`src/rtl/clockgate_ctrl_pkg.sv`:
```
// Shared types and helpers for the clockgate_ctrl gated-clock controller.
// Optional OFF-cycle statistics are enabled with CLOCKGATE_CTRL_STATS_EN.
package clockgate_ctrl_pkg;

  typedef enum logic [1:0] {
    ST_OFF  = 2'b00,
    ST_WAKE = 2'b01,
    ST_ON   = 2'b10,
    ST_IDLE = 2'b11
  } cg_state_e;

  localparam int unsigned STAT_W = 32;

  // Ceiling log2, minimum 0; used for counter sizing at elaboration.
  function automatic int unsigned clog2(input int unsigned value);
    int unsigned v;
    int unsigned r;
    v = (value > 0) ? value - 1 : 0;
    r = 0;
    for (int i = 0; i < 32; i++) begin
      if (v != 0) begin
        r = r + 1;
        v = v >> 1;
      end
    end
    return r;
  endfunction

endpackage

```
`src/rtl/clockgate_ctrl_ch.sv`:
```
// One gated-clock channel: wake/idle FSM, hysteresis counter, enable latch and AND.
// CLOCKGATE_CTRL_STATS_EN adds a saturating count of cycles spent in OFF.
module clockgate_ctrl_ch
  import clockgate_ctrl_pkg::*;
#(
  parameter int unsigned IDLE_CYCLES = 16,
  parameter int unsigned WAKE_CYCLES = 2
) (
  input  logic              clk,
  input  logic              reset,
  input  logic              gate_force_i,
  input  logic              req_i,
`ifdef CLOCKGATE_CTRL_STATS_EN
  input  logic              stat_clr_i,
  output logic [STAT_W-1:0] stat_off_cnt_o,
`endif
  output logic              eclk_o,
  output logic              ready_o,
  output logic              gated_o
);

  localparam int unsigned CNT_MAX = (IDLE_CYCLES > WAKE_CYCLES) ? IDLE_CYCLES : WAKE_CYCLES;
  localparam int unsigned CW      = clog2(CNT_MAX + 1);
  localparam logic [CW-1:0] IDLE_LOAD = CW'(IDLE_CYCLES);
  localparam logic [CW-1:0] WAKE_LOAD = CW'(WAKE_CYCLES);
  localparam logic [CW-1:0] CNT_ONE   = CW'(1);

  cg_state_e     state_q, state_d;
  logic [CW-1:0] cnt_q, cnt_d;
  logic          ready_q, ready_d;
  logic          gated_q, gated_d;
  logic          gen_c;
  logic          gen_lat;

  // Next-state, counter and registered status outputs
  always_comb begin
    state_d = state_q;
    cnt_d   = cnt_q;
    unique case (state_q)
      ST_OFF: begin
        if (req_i) begin
          if (WAKE_CYCLES != 0) begin
            state_d = ST_WAKE;
            cnt_d   = WAKE_LOAD;
          end else begin
            state_d = ST_ON;
          end
        end
      end
      ST_WAKE: begin
        if (cnt_q <= CNT_ONE) state_d = ST_ON;
        else                  cnt_d   = cnt_q - CNT_ONE;
      end
      ST_ON: begin
        if (!req_i) begin
          state_d = ST_IDLE;
          cnt_d   = IDLE_LOAD;
        end
      end
      ST_IDLE: begin
        if (req_i)                 state_d = ST_ON;
        else if (cnt_q <= CNT_ONE) state_d = ST_OFF;
        else                       cnt_d   = cnt_q - CNT_ONE;
      end
      default: state_d = ST_IDLE;
    endcase
    ready_d = (state_d == ST_ON) || (state_d == ST_IDLE);
    gated_d = (state_d == ST_OFF);
  end

  // Reset parks the channel in IDLE so downstream logic sees a running clock
  always_ff @(posedge clk) begin
    if (reset) begin
      state_q <= ST_IDLE;
      cnt_q   <= IDLE_LOAD;
      ready_q <= 1'b0;
      gated_q <= 1'b0;
    end else begin
      state_q <= state_d;
      cnt_q   <= cnt_d;
      ready_q <= ready_d;
      gated_q <= gated_d;
    end
  end

  // Enable is latched while clk is low so every eclk high phase is full width
  assign gen_c = (state_q != ST_OFF) | gate_force_i;

  always_latch begin
    if (!clk) gen_lat = gen_c;
  end

  assign eclk_o  = clk & gen_lat;
  assign ready_o = ready_q;
  assign gated_o = gated_q;

`ifdef CLOCKGATE_CTRL_STATS_EN
  logic [STAT_W-1:0] off_cnt_q, off_cnt_d;

  // Clear wins over increment; count holds at all-ones
  always_comb begin
    off_cnt_d = off_cnt_q;
    if (stat_clr_i)
      off_cnt_d = '0;
    else if ((state_q == ST_OFF) && (off_cnt_q != {STAT_W{1'b1}}))
      off_cnt_d = off_cnt_q + STAT_W'(1);
  end

  always_ff @(posedge clk) begin
    if (reset) off_cnt_q <= '0;
    else       off_cnt_q <= off_cnt_d;
  end

  assign stat_off_cnt_o = off_cnt_q;
`endif

endmodule

```
`src/rtl/clockgate_ctrl.sv`:
```
// Multi-channel self-timed clock gating controller; fans te/reset out to N channels.
// Define CLOCKGATE_CTRL_STATS_EN for per-channel OFF-cycle statistics.
module clockgate_ctrl
  import clockgate_ctrl_pkg::*;
#(
  parameter int unsigned N           = 4,
  parameter int unsigned IDLE_CYCLES = 16,
  parameter int unsigned WAKE_CYCLES = 2
) (
  input  logic                  clk,
  input  logic                  reset,
  input  logic                  te,
  input  logic [N-1:0]          en,
  input  logic [N-1:0]          force_on,
`ifdef CLOCKGATE_CTRL_STATS_EN
  input  logic                  stat_clr,
  output logic [N*STAT_W-1:0]   stat_off_cnt,
`endif
  output logic [N-1:0]          eclk,
  output logic [N-1:0]          ready,
  output logic [N-1:0]          gated
);

  logic gate_force;

  // Test mode and reset both hold every gate open
  assign gate_force = te | reset;

  for (genvar g = 0; g < N; g++) begin : g_ch
    clockgate_ctrl_ch #(
      .IDLE_CYCLES (IDLE_CYCLES),
      .WAKE_CYCLES (WAKE_CYCLES)
    ) u_ch (
      .clk            (clk),
      .reset          (reset),
      .gate_force_i   (gate_force),
      .req_i          (en[g] | force_on[g]),
`ifdef CLOCKGATE_CTRL_STATS_EN
      .stat_clr_i     (stat_clr),
      .stat_off_cnt_o (stat_off_cnt[g*STAT_W +: STAT_W]),
`endif
      .eclk_o         (eclk[g]),
      .ready_o        (ready[g]),
      .gated_o        (gated[g])
    );
  end

endmodule

```
`config.mk`:
```
export PLATFORM = sky130hd
export DESIGN_NAME = clockgate_ctrl
export DESIGN_NICKNAME = d
export VERILOG_FILES = /design/src/rtl/clockgate_ctrl_pkg.sv /design/src/rtl/clockgate_ctrl_ch.sv /design/src/rtl/clockgate_ctrl.sv
export SDC_FILE = /design/constraint.sdc
export NUM_CORES = 1
export LEC_CHECK = 0
export ABC_AREA = 1
export ABC_CLOCK_PERIOD_IN_PS = 1400
export CAP_MARGIN = 15
export CORE_MARGIN = 2
export CORE_UTILIZATION = 45
export DETAILED_ROUTE_END_ITERATION = 10
export PLACE_DENSITY = 0.76
export SYNTH_ARGS = -nofsm -noshare
export SYNTH_HDL_FRONTEND = slang
export SYNTH_HIERARCHICAL = 1
export SYNTH_SLANG_ARGS = --single-unit
```
`constraint.sdc`:
```
create_clock -name clk -period 1.4 [get_ports clk]
set_input_delay 0.14 -clock clk [delete_from_list [all_inputs] [get_ports clk]]
set_output_delay 0.14 -clock clk [all_outputs]
set_load 0.05 [all_outputs]
```
==> results_dict.tcl, run 1 <==
set metrics [dict create \
    rows 25 \
    regToRegSetupSlack_ps 0 \
    failed_checks "negative setup slack" \
    synth.net_count 344 \
    placed_cells_incl_taps 416 \
    hold_viol 0 \
    synth.cell_area_sq_um 2240 \
    relative_slew_margins_pct 81.3 \
    syn-instance-count 325 \
    post_synth_num_cell_types 24 \
    drc_marker_count_from_the_first_detailed_route_iteration 101 \
    detailed_route_drc_error_count 0 \
    worst_hold_path_class "in -> reg" \
    hold_buffers 0 \
    totalWireLength_mm 4.44 \
    skew_ps 8.35 \
    path_max_fanout 1 \
    total_power_consumption_mw 4.62 \
    first_global_vias 1896 \
    vias_per_cell 4.61 \
    complex_gate_fraction_of_the_synthesized_area_pct 5.53 \
    globalRouteTotalUtil_pct 18.3 \
    critical_path_required_ps 1260 \
    muxShareOfSynthArea_pct 0 \
    outcome "complete, but fails checks" \
    die_height_microns 74.6 \
    final-setup-viol-count 8 \
    placement.io_buffers 22 \
    cts_tree "yes" \
    ant_nets 0 \
    multi_input_area_sq_um 1250 \
    first_pass_iters 5 \
    max-vdd-ir-drop_uv 1340 \
    initial_core_util_pct 47.1 \
    final_net_count 389 \
    setup_repair_after_global_routing_missed_its_margin "true" \
    worst_pin_slew_ps 278 \
    yosysWarnings 6 \
    layout-drive-gt1-share_pct 34.0 \
    summed_area_of_non_filler_cells_in_the_final_layout_sq_um 2840 \
    grt_antenna_before_repair 0 \
    max_cap_viols 0 \
    synth-seq-cells 40 \
    arrival_ps 1790 \
    post_synth_xor_area_fraction_pct 0 \
    n_fill_cell 481 \
    synth-adder-area-share_pct 4.47 \
    detailed_place.area_sq_um 2560 \
    crit_path_cell_trace "nand2_2 > clkinvlp_4 > buf_8" \
    detailedPlace.worstSlack_ps -967 \
    power-per-cell-area_nw_per_um2 1630 \
    n_antenna_cell 0 \
    core_area_sq_um 4750 \
    worst_setup_path_end_kind "output port" \
    synth_top_family_by_area "simple AND/OR/NAND/NOR gates" \
    detailedPlacementHpwl_mm 3.15 \
    leakagePower_nw 1.48 \
    area_delta_synth_final_pct 26.7 \
    cts.clk_slew.worst_paths_ps 70 \
    wl_per_cell_microns 10.1 \
    clock_insertion_delay_worst_skew_ps 400 \
    final_util_pct 59.7 \
    worst_path_largest_cell_delay_ps 410 \
    grt_pass1_wl_mm 7.58 \
    global_route_total_overflow 0 \
    final.setup.worst_slack_ps -531 \
    design.die.area_sq_um 5560 \
    gp_congestion 0.852 \
    final_cells 438 \
    critPathKind "latch -> out" \
    holdWs_ps 482 \
    die-width_microns 74.6 \
    largest_net_degree_at_the_start_of_global_routing 15 \
    setup_total_negative_slack_ps -2070 \
    maxSlewViolCount 0 \
    synth-simple-area-share_pct 43.9 \
    detailroute.via_count 2020 \
    timing.critical_path.from_type "latch" \
    avgSynthCellArea_sq_um 6.90 \
    top_level_port_count 23 \
    cpMaxStageDelayCell "sky130_fd_sc_hd__dlxtn_2" \
    area_taken_by_flip_flops_and_latches_sq_um 795 \
]
==> final timing paths <==
check	end	depth (start not counted)	startpoint
hold / removal	g_ch[3].u_ch/ready_o	3	reset
setup / recovery	eclk[1]	3	g_ch[1].u_ch/gen_lat
hold reg to reg	g_ch[3].u_ch/cnt_q[4]	2	g_ch[3].u_ch/cnt_q[4]
setup reg to reg	g_ch[1].u_ch/gen_lat	3	g_ch[1].u_ch/state_q[0]
==> layer usage <==
metal | routed length, microns | GRT usage [%]
met3 | 192 | 7.45
met2 | 2130 | 27.9
met5 | 0 | 0
met1 | 1970 | 20.4
met4 | 150 | 13.5
==> sequential cells by signal (all words and copies together) (netlist names) <==
register           flops
g_ch.u_ch/state_q      8
g_ch.u_ch/cnt_q       20
g_ch.u_ch/gen_lat      4
g_ch.u_ch/ready_o      4
g_ch.u_ch/gated_o      4
==> power by group <==
part	leakage [nW]	internal (mW)	switching, mW
Clock	0.114	1.02	1.15
Sequential	0.331	1.24	0.119
Combinational	1.03	0.427	0.663
Total	1.48	2.69	1.93
==> cell families after synthesis <==
kind of cell / Yosys count
AND/OR/NAND/NOR: 191
buffers and inverters: 67
flip-flops: 36
AO/OA/AOI/OAI: 19
adder cells (fa/ha/maj): 8
latches: 4
==> critical path: cells and delay by family (launching register included) <==
family	cells	cell delay, ps
buffers and inverters	2	200
latches	1	410
AND/OR/NAND/NOR	1	60
==> timing repair <==
item                       in CTS  in global routing
gates resized for setup        36                 16
pin swaps                       0                  5
gates cloned                    0                  0
buffers inserted                0                 10
setup endpoints to repair       8                 29
==> Yosys cell counts (all sizes together) <==
cell / n / area (sq um)
nand4: 5 / 31.3
ha: 8 / 100
dfxtp: 36 / 721
nand2: 107 / 532
o21bai: 4 / 33.8
nor2: 39 / 189
inv: 67 / 251
o21ai: 5 / 28.8
dlxtn: 4 / 60.1
nor3: 4 / 20.0
a21oi: 10 / 61.3
nand3: 32 / 188
or2: 4 / 25.0
==> final cells by class <==
type,instances,area share (%)
Clock buffer,16,6.88
Clock inverter,4,1.06
Inverter,63,8.33
Multi-Input combinational cell,218,44.0
Sequential cell,40,28.0
Tap cell,67,2.95
Timing Repair Buffer,30,8.81
==> placed cells by master (no fill, tap or decap) <==
| master | netlist | final |
|---|---|---|
| sky130_fd_sc_hd__nand3_2 | 3 | 4 |
| sky130_fd_sc_hd__nor2_4 | 3 | 3 |
| sky130_fd_sc_hd__inv_2 | 12 | 13 |
| sky130_fd_sc_hd__clkdlybuf4s50_1 | 0 | 10 |
| sky130_fd_sc_hd__inv_1 | 55 | 50 |
| sky130_fd_sc_hd__or2_1 | 1 | 1 |
| sky130_fd_sc_hd__nand3_4 | 1 | 1 |
| sky130_fd_sc_hd__dfxtp_1 | 36 | 29 |
| sky130_fd_sc_hd__nand2_1 | 77 | 73 |
| sky130_fd_sc_hd__nand4_1 | 5 | 5 |
| sky130_fd_sc_hd__o21ai_2 | 1 | 1 |
| sky130_fd_sc_hd__nand3_1 | 28 | 27 |
| sky130_fd_sc_hd__clkbuf_1 | 0 | 3 |
| sky130_fd_sc_hd__nand2_4 | 11 | 11 |
| sky130_fd_sc_hd__clkbuf_8 | 0 | 9 |
| sky130_fd_sc_hd__buf_8 | 0 | 4 |
| sky130_fd_sc_hd__nor3_1 | 4 | 4 |
| sky130_fd_sc_hd__a21oi_2 | 3 | 6 |
| sky130_fd_sc_hd__dfxtp_2 | 0 | 7 |
| sky130_fd_sc_hd__o21ai_0 | 4 | 4 |
| sky130_fd_sc_hd__a21oi_1 | 7 | 4 |
| sky130_fd_sc_hd__dlxtn_2 | 0 | 4 |
| sky130_fd_sc_hd__o21bai_2 | 1 | 4 |
| sky130_fd_sc_hd__nor2_2 | 8 | 9 |
| sky130_fd_sc_hd__or2_2 | 3 | 3 |
| sky130_fd_sc_hd__nor2_1 | 28 | 27 |
| sky130_fd_sc_hd__ha_1 | 8 | 8 |
| sky130_fd_sc_hd__clkinvlp_4 | 0 | 4 |
| sky130_fd_sc_hd__nand2_2 | 19 | 23 |
| sky130_fd_sc_hd__buf_4 | 0 | 20 |
No activity file was read; power rests on OpenSTA's default activity.
==> inputs of run 2 (changes only) <==
--- a/config.mk
+++ b/config.mk
@@ -8,10 +8,12 @@
 export ABC_AREA = 1
 export ABC_CLOCK_PERIOD_IN_PS = 1400
 export CAP_MARGIN = 15
+export CELL_PAD_IN_SITES_DETAIL_PLACEMENT = 2
+export CELL_PAD_IN_SITES_GLOBAL_PLACEMENT = 2
 export CORE_MARGIN = 2
-export CORE_UTILIZATION = 45
+export CORE_UTILIZATION = 31
 export DETAILED_ROUTE_END_ITERATION = 10
-export PLACE_DENSITY = 0.76
+export PLACE_DENSITY = 0.88
 export SYNTH_ARGS = -nofsm -noshare
 export SYNTH_HDL_FRONTEND = slang
 export SYNTH_HIERARCHICAL = 1
==> constraint.sdc (replaced) <==
create_clock -name clk -period 1.4 [get_ports clk]
set_input_delay 0.42 -clock clk [delete_from_list [all_inputs] [get_ports clk]]
set_output_delay 0.42 -clock clk [all_outputs]
set_load 0.05 [all_outputs]
==> results_dict.tcl, run 2 (synthesis gave the netlist of run 1 again) <==
set metrics [dict create \
    worst_pin_slew_ps 345 \
    die_height_microns 89.0 \
    cts.clk_slew.worst_paths_ps 80 \
    rows 30 \
    clock_insertion_delay_worst_skew_ps 400 \
    setup_total_negative_slack_ps -3270 \
    register_with_the_most_flip_flops "g_ch.u_ch/cnt_q" \
    detailroute.via_count 2261 \
    grt_pass1_wl_mm 12.1 \
    critPathKind "latch -> out" \
    drc_marker_count_from_the_first_detailed_route_iteration 66 \
    global_route_total_overflow 0 \
    design.die.area_sq_um 7920 \
    n_fill_cell 800 \
    vias_per_cell 4.77 \
    top_level_port_count 23 \
    die-width_microns 89.0 \
    layout_common_cells "sky130_fd_sc_hd__nand2_1 (67), sky130_fd_sc_hd__inv_1 (41), sky130_fd_sc_hd__nand2_2 (27), sky130_fd_sc_hd__dfxtp_1 (24)" \
    max-vdd-ir-drop_uv 580 \
    cts_tree "yes" \
    globalRouteTotalUtil_pct 20.8 \
    relative_slew_margins_pct 76.9 \
    detailed_route_drc_error_count 0 \
    timing.critical_path.from_type "latch" \
    final-setup-viol-count 8 \
    final.setup.worst_slack_ps -856 \
    layout-drive-gt1-share_pct 45.0 \
    hold_viol 0 \
    path_max_fanout 1 \
    power-per-cell-area_nw_per_um2 1590 \
    placement.io_buffers 22 \
    skew_ps 1.96 \
    area_delta_synth_final_pct 42.0 \
    summed_area_of_non_filler_cells_in_the_final_layout_sq_um 3180 \
    setup_repair_after_global_routing_missed_its_margin "true" \
    first_global_vias 2483 \
    grt_antenna_before_repair 0 \
    wl_per_cell_microns 18.0 \
    failed_checks "negative setup slack" \
    layout_top_registers "g_ch.u_ch/cnt_q (20), g_ch.u_ch/state_q (8)" \
    detailed_place.area_sq_um 2780 \
    largest_net_degree_at_the_start_of_global_routing 11 \
    total_power_consumption_mw 5.05 \
    ant_nets 0 \
    worst_hold_path_class "reg -> reg" \
    worst_setup_path_end_kind "output port" \
    maxSlewViolCount 0 \
    outcome "complete, but fails checks" \
    critical_path_required_ps 980 \
    detailedPlace.worstSlack_ps -1480 \
    first_pass_iters 4 \
    hold_buffers 0 \
    n_antenna_cell 0 \
    detailedPlacementHpwl_mm 5.06 \
    gp_congestion 0.763 \
    layout.cells.most_common "sky130_fd_sc_hd__nand2_1" \
    totalWireLength_mm 8.52 \
    core_area_sq_um 6910 \
    leakagePower_nw 1.56 \
    initial_core_util_pct 32.4 \
    arrival_ps 1840 \
    largest_reg_flops 20 \
    max_cap_viols 0 \
    final_net_count 399 \
]
[run 2: cell count changes in the layout (fill, tap and decap cells not counted), sizes merged]
cell / delta
clkbuf: -3
clkdlybuf4s50: -2
dlygate4sd2: +2
buf: +10
[run 2: through the flow]
stage | hold WS [ps] | cells | utilization, %
2_1_floorplan | 442 | 325 | -
3_3_place_gp | 470 | 455 | 40.2
3_5_place_dp | 496 | 455 | 40.2
4_1_cts | 520 | 467 | 42.9
5_1_grt | 547 | 474 | 46.1
6_report | 522 | 474 | 46.1
[run 2: final cells by class]
cell class | instances | area [sq um] | share of cell area [%]
Clock inverter | 4 | 30.0 | 0.944
Multi-Input combinational cell | 218 | 1370 | 43.1
Sequential cell | 40 | 811 | 25.5
Timing Repair Buffer | 40 | 427 | 13.4
Tap cell | 96 | 120 | 3.78
Inverter | 63 | 239 | 7.51
Clock buffer | 13 | 184 | 5.78
[run 2: worst paths after layout]
path                      startpoint                   end  slack [ps]  cells after the start
max             g_ch[1].u_ch/gen_lat               eclk[1]        -860                      3
min          g_ch[2].u_ch/state_q[1]  g_ch[2].u_ch/ready_o         520                      2
max reg2reg  g_ch[0].u_ch/state_q[0]  g_ch[0].u_ch/gen_lat           0                      3
min reg2reg  g_ch[2].u_ch/state_q[1]  g_ch[2].u_ch/ready_o         520                      2
[run 2: routing by layer]
metal  part of all wire, %  global-route usage (%)  vias up
met4                   3.3                    11.7        0
met5                     0                       0        -
met1                    41                    22.3     1100
met3                   3.1                    6.09       23
li1                      -                       -     1094
met2                    52                    36.4       44
[run 2: worst max-delay path, stage by stage, from the launching register on]
cell	delay, ps
sky130_fd_sc_hd__dlxtn_2	430
sky130_fd_sc_hd__nand2_4	60
sky130_fd_sc_hd__clkinvlp_4	80
sky130_fd_sc_hd__buf_8	140
[run 2: power breakdown]
part | switching (mW) | total [mW] | internal [mW]
clock | 1.19 | 2.19 | 0.994
sequential | 0.167 | 1.41 | 1.24
combinational | 0.876 | 1.46 | 0.581
[run 2: timing repair]
| action | in CTS | in global routing |
|---|---|---|
| buffers inserted | 3 | 7 |
| pin swaps | 3 | 15 |
| resized for setup | 50 | 55 |
| endpoints found under the setup margin | 14 | 27 |
| hold endpoints to repair | 0 | 0 |
